### config.mk
export PLATFORM = sky130hd
export DESIGN_NAME = mem_port_arbiter
export DESIGN_NICKNAME = d
export VERILOG_FILES = /design/src/rtl/mem_port_arbiter.sv
export SDC_FILE = /design/constraint.sdc
export NUM_CORES = 1
export LEC_CHECK = 0
export CAP_MARGIN = 20
export CORE_MARGIN = 2
export CORE_UTILIZATION = 43
export DETAILED_ROUTE_END_ITERATION = 7
export GPL_ROUTABILITY_DRIVEN = 1
export PLACE_DENSITY_LB_ADDON = 0.1
export SLEW_MARGIN = 20
export SYNTH_ARGS = -nofsm -noshare
export SYNTH_HDL_FRONTEND = slang
export SYNTH_SLANG_ARGS = --single-unit
### constraint.sdc
create_clock -name clk -period 3.2 [get_ports clk]
set_clock_uncertainty 0.05 [all_clocks]
set_input_delay 0.64 -clock clk [delete_from_list [all_inputs] [get_ports clk]]
set_output_delay 0.64 -clock clk [all_outputs]
set_load 0.01 [all_outputs]
### src/rtl/mem_port_arbiter.sv
// Single-outstanding arbiter sharing one memory port between instruction fetch and load/store.
// LS has priority; a starvation counter forces an IF win, and flush kills an in-flight fetch.
//
// state  | meaning
// -------+------------------------------------------------------------------
// IDLE   | no transaction; arbitrate IF/LS and latch the winner into mem_*
// ISSUE  | mem_req high with mem_* stable until mem_gnt
// WAIT   | granted; waiting for mem_rvalid, read data captured on arrival
// RESP   | owner's done pulses this cycle (unless the fetch was killed)
module mem_port_arbiter #(
  parameter int ADDR_W       = 32,
  parameter int DATA_W       = 32,
  parameter int STARVE_LIMIT = 4
) (
  input  logic                clk,
  input  logic                rst,
  input  logic                flush,
  input  logic                if_req,
  input  logic [ADDR_W-1:0]   if_addr,
  output logic                if_done,
  output logic [DATA_W-1:0]   if_rdata,
  input  logic                ls_req,
  input  logic                ls_we,
  input  logic [DATA_W/8-1:0] ls_be,
  input  logic [ADDR_W-1:0]   ls_addr,
  input  logic [DATA_W-1:0]   ls_wdata,
  output logic                ls_done,
  output logic [DATA_W-1:0]   ls_rdata,
  output logic                mem_req,
  output logic                mem_we,
  output logic [DATA_W/8-1:0] mem_be,
  output logic [ADDR_W-1:0]   mem_addr,
  output logic [DATA_W-1:0]   mem_wdata,
  input  logic                mem_gnt,
  input  logic                mem_rvalid,
  input  logic [DATA_W-1:0]   mem_rdata
);

  localparam int BE_W  = DATA_W / 8;
  localparam int CTR_W = $clog2(STARVE_LIMIT + 1);
  localparam logic [CTR_W-1:0] LIMIT = CTR_W'(STARVE_LIMIT);

  typedef enum logic [1:0] {
    S_IDLE  = 2'd0,
    S_ISSUE = 2'd1,
    S_WAIT  = 2'd2,
    S_RESP  = 2'd3
  } state_t;

  typedef enum logic [1:0] {
    OWN_NONE = 2'd0,
    OWN_IF   = 2'd1,
    OWN_LS   = 2'd2
  } owner_t;

  state_t            state_q, state_d;
  owner_t            owner_q, owner_d;
  logic              kill_q, kill_d;
  logic [CTR_W-1:0]  starve_q, starve_d;
  logic              mem_we_q, mem_we_d;
  logic [BE_W-1:0]   mem_be_q, mem_be_d;
  logic [ADDR_W-1:0] mem_addr_q, mem_addr_d;
  logic [DATA_W-1:0] mem_wdata_q, mem_wdata_d;
  logic [DATA_W-1:0] if_rdata_q, if_rdata_d;
  logic [DATA_W-1:0] ls_rdata_q, ls_rdata_d;

  logic if_win;
  logic ls_win;
  logic if_flushed;

  always_ff @(posedge clk) begin
    if (rst) begin
      state_q     <= S_IDLE;
      owner_q     <= OWN_NONE;
      kill_q      <= 1'b0;
      starve_q    <= '0;
      mem_we_q    <= 1'b0;
      mem_be_q    <= '0;
      mem_addr_q  <= '0;
      mem_wdata_q <= '0;
      if_rdata_q  <= '0;
      ls_rdata_q  <= '0;
    end else begin
      state_q     <= state_d;
      owner_q     <= owner_d;
      kill_q      <= kill_d;
      starve_q    <= starve_d;
      mem_we_q    <= mem_we_d;
      mem_be_q    <= mem_be_d;
      mem_addr_q  <= mem_addr_d;
      mem_wdata_q <= mem_wdata_d;
      if_rdata_q  <= if_rdata_d;
      ls_rdata_q  <= ls_rdata_d;
    end
  end

  // Flush blocks IF in IDLE for that cycle only; LS wins ties unless IF has starved.
  always_comb begin
    if_win = 1'b0;
    ls_win = 1'b0;
    if (state_q == S_IDLE) begin
      if (if_req && !flush && (!ls_req || (starve_q == LIMIT))) begin
        if_win = 1'b1;
      end else if (ls_req) begin
        ls_win = 1'b1;
      end
    end
  end

  always_comb begin
    starve_d = starve_q;
    if (flush || !if_req || if_win) begin
      starve_d = '0;
    end else if (ls_win && (starve_q != LIMIT)) begin
      starve_d = starve_q + CTR_W'(1);
    end
  end

  assign if_flushed = flush && (owner_q == OWN_IF);

  always_comb begin
    state_d     = state_q;
    owner_d     = owner_q;
    kill_d      = kill_q;
    mem_we_d    = mem_we_q;
    mem_be_d    = mem_be_q;
    mem_addr_d  = mem_addr_q;
    mem_wdata_d = mem_wdata_q;
    if_rdata_d  = if_rdata_q;
    ls_rdata_d  = ls_rdata_q;

    case (state_q)
      S_IDLE: begin
        // A fetch always reads the full word.
        if (if_win) begin
          owner_d     = OWN_IF;
          mem_we_d    = 1'b0;
          mem_be_d    = '1;
          mem_addr_d  = if_addr;
          mem_wdata_d = '0;
          state_d     = S_ISSUE;
        end else if (ls_win) begin
          owner_d     = OWN_LS;
          mem_we_d    = ls_we;
          mem_be_d    = ls_be;
          mem_addr_d  = ls_addr;
          mem_wdata_d = ls_wdata;
          state_d     = S_ISSUE;
        end
      end
      S_ISSUE: begin
        if (if_flushed) kill_d = 1'b1;
        if (mem_gnt) state_d = S_WAIT;
      end
      S_WAIT: begin
        if (if_flushed) kill_d = 1'b1;
        if (mem_rvalid) begin
          state_d = S_RESP;
          if ((owner_q == OWN_IF) && !kill_q && !flush) begin
            if_rdata_d = mem_rdata;
          end
          if ((owner_q == OWN_LS) && !mem_we_q) begin
            ls_rdata_d = mem_rdata;
          end
        end
      end
      S_RESP: begin
        state_d = S_IDLE;
        owner_d = OWN_NONE;
        kill_d  = 1'b0;
      end
      default: begin
        state_d = S_IDLE;
        owner_d = OWN_NONE;
        kill_d  = 1'b0;
      end
    endcase
  end

  assign mem_req   = (state_q == S_ISSUE);
  assign mem_we    = mem_we_q;
  assign mem_be    = mem_be_q;
  assign mem_addr  = mem_addr_q;
  assign mem_wdata = mem_wdata_q;
  assign if_rdata  = if_rdata_q;
  assign ls_rdata  = ls_rdata_q;

  assign if_done = !if_req
                 || ((state_q == S_RESP) && (owner_q == OWN_IF) && !kill_q && !flush);
  assign ls_done = !ls_req || ((state_q == S_RESP) && (owner_q == OWN_LS));

endmodule

==> summary.txt <==
Synthesis
  • Synth area leader: dfxtp_1
  • Post-Syn Nets: 798
  • Synth top cells by count: nand2_1 (173), dfxtp_1 (141), a21oi_1 (97)
  • Synth top area share: 51.70%
  • Main area contributors after synthesis: dfxtp_1 (52%), nand2_1 (12%), a21oi_1 (8.9%), nor2_1 (4.9%), a22oi_1 (4.7%)
  • Asr flop ratio synth: 0%
  • Main synth FF type: dfxtp_1
  • Most frequent cell after synthesis: nand2_1
  • Synth Register Bits: 141
  • Mapped Cells: 651
  • Number of synthesized flops with an enable pin: 0
  • Ys Warns: 0
  • Library cells used by synthesis: 34
  • Sequential area share after synthesis: 51.70%
  • Post-Syn Area: 5460 um2
  • Post-Syn Area per Cell: 8.387 um2

Timing
  • RSZ-0062 raised after global routing: false
  • Worst Tran Pin Value: 0.7781 ns
  • Fin. Hold Viols: 0
  • Setup TNS Final: 0 ns
  • Max frequency: 356.1 MHz
  • Final min period: 2.808 ns
  • Final setup fails: 0
  • Crit share post-route: 87.75%
  • Fin. max-slew vios: 0
  • Relative slew slack: 48.13%

Die
  • Ports: 276
  • Initial core utilization: 43.62%
  • Core area: 12,520 um2
  • Die W: 116.7 um
  • Die area: 13,620 um2
  • Die height: 116.7 um
  • Standard-cell rows: 41

Power
  • Power per Cell Area: 647.8 nW/um2
  • VDD IR-drop max: 0.4054 mV
  • Leak Pwr: 3.197 nW

CTS
  • Clock sinks: 141
  • Reg clk slew, reported paths: 0.05 ns
  • Hold Buf Count CTS: 0
  • Post-CTS setup buffer count: 0
  • Worst skew pair latency: 0.41 ns
  • Post-CTS Resized: 0
  • H-tree levels: 4
  • TritonCTS Buffers: 17
  • Clock Path Buffers: 2
  • CTS tree: built
  • CTS root buf: clkbuf_16

Routing
  • 1st-iter DRT viols: 315
  • Drt drc: 0
  • DR pass1 iterations: 5
  • Post-DRT Antenna Nets: 0
  • DR vias: 5,568
  • Drt wl/cell: 16.08 um
  • Vias per inst: 5.118
  • DRT Wirelength: 17,500 um

Global route
  • Initial antenna violation count: 0
  • Vias in the first global route: 5,615
  • Grt ovf: 0
  • Total track usage: 25.07%
  • Largest net degree at the start of global routing: 63
  • First-pass GRT wire length: 26,650 um

Placed design
  • IO Port Bufs: 275
  • Placed insts: 1,059
  • GPL Wtd Cong: 0.8263
  • HPWL after DPL: 11,970 um

Critical path
  • Crit path required time: 2.51 ns
  • CP max FO: 4
  • Critical Path Source: flush
  • Critical R2R Launch: state_q[0]
  • Crit path kind: in2out
  • CP bufs+invs: 2
  • Reg2reg setup slack: 1.05 ns
  • Max stage delay cell, worst path: clkdlybuf4s50_1
  • CP Cell Sequence: clkdlybuf4s50_1 -> nor4b_2 -> nand2_1 -> nand2_1 -> clkdlybuf4s50_1
  • Worst path arrival time: 2.12 ns
  • Crit path capture type: output port
  • Delay-heaviest family, CP: buffers and inverters
  • CP startpoint kind: input pin
  • Slowest Stage Delay on Critical Path: 0.55 ns

Hold path
  • Hold Startpoint: ls_rdata[10]
  • HP Class: reg2reg

Cells and area
  • Area occupied by registers: 2823 um2
  • Non-filler cells, final: 1,088
  • Layout cell share with drive strength beyond 1: 6.659%
  • Layout area overhead: 61.62%
  • Nets@finish: 1,053
  • Area occupied by multi-input gates: 2400 um2
  • N_diodes: 0
  • FILL cells: 1,050

Outcome
  • Status: complete, no violations

Job
  • Max Cap Viol: 0
area by class of cell:
class | count | share of cell area, %
clock buffer | 26 | 5.203
inverter | 6 | 0.2552
multi-input combinational | 453 | 27.19
timing repair buffer | 287 | 32.47
clock inverter | 3 | 0.4537
sequential | 141 | 31.99
tap | 172 | 2.439
routing by layer:
metal / part of all wire, % / up-vias / track usage (%)
met3: 10 / 34 / 10.48
li1: - / 2706 / -
met1: 37 / 2593 / 25.52
met4: 2.4 / 0 / 10.51
met2: 50 / 235 / 45.13
met5: 0 / - / 0
worst reg2reg max path, delay by kind of cell, from the launching register on:
kind,cells,cell delay (ns)
DFF,1,0.38
adders and majority gates,1,0.34
AOI/OAI and AO/OA,3,0.70
buffers and inverters,2,0.59
state kept, by name (all words and copies together) (netlist names):
signal	flops
ls_rdata	32
if_rdata	32
mem_we	1
mem_wdata	32
starve_q	3
mem_addr	32
state_q	2
kill_q	1
mem_be	4
owner_q	2
where the power goes:
part | leakage (nW) | internal [mW] | switching [mW]
clock | 0.242 | 1.05 | 0.682
combinational | 1.81 | 0.919 | 0.940
sequential | 1.15 | 1.99 | 0.130
cell usage in the layout, fill, tap and decap left out, types with 2 or more instances in the layout:
cell	count
a211oi_1	13
a211oi_2	20
a21boi_2	2
a21oi_1	97
a22oi_1	34
a31oi_1	4
buf_12	2
buf_4	11
clkbuf_1	9
clkbuf_16	17
clkdlybuf4s50_1	274
clkinv_2	2
dfxtp_1	141
ha_1	7
inv_1	6
mux2i_1	3
nand2_1	173
nand2b_1	2
nand3_1	2
nand3b_1	2
nor2_1	71
nor2b_1	3
nor4_1	3
o21ai_0	2
logic make-up (layout without fill, tap and decap cells):
| kind of cell | count (synthesis) | count (layout) | share of synthesized area, % |
|---|---|---|---|
| buffers and inverters | 57 | 322 | 4.697 |
| muxes | 3 | 3 | 0.5500 |
| and+or+nand+nor | 264 | 264 | 19.43 |
| AOI/OAI and AO/OA | 177 | 177 | 21.70 |
| xor gates and xnor gates | 2 | 2 | 0.3209 |
| DFF | 141 | 141 | 51.70 |
| adders and majority gates | 7 | 7 | 1.604 |
path summary, 6_finish.rpt:
| path | endpoint | cells past startpoint |
|---|---|---|
| worst max register to register | mem_addr[30] | 6 |
| worst max-delay path | if_done | 5 |
| worst min register to register | ls_rdata[10] | 2 |
| worst min-delay path | ls_rdata[10] | 2 |
stage by stage:
stage	setup slack (ns)	utilization (%)	cell area [um2]	hold slack, ns	power [mW]
2_1_floorplan	1.353	-	5460	0.4069	3.167
3_3_place_gp	0.3804	66.51	8325	0.3911	3.946
3_5_place_dp	0.3432	66.51	8325	0.3965	4.007
4_1_cts	0.3889	70.50	8825	0.4039	5.752
5_1_grt	0.2994	70.50	8825	0.4155	6.020
6_report	0.3920	70.50	8825	0.4030	5.717
(Power assumes the default switching activity.)
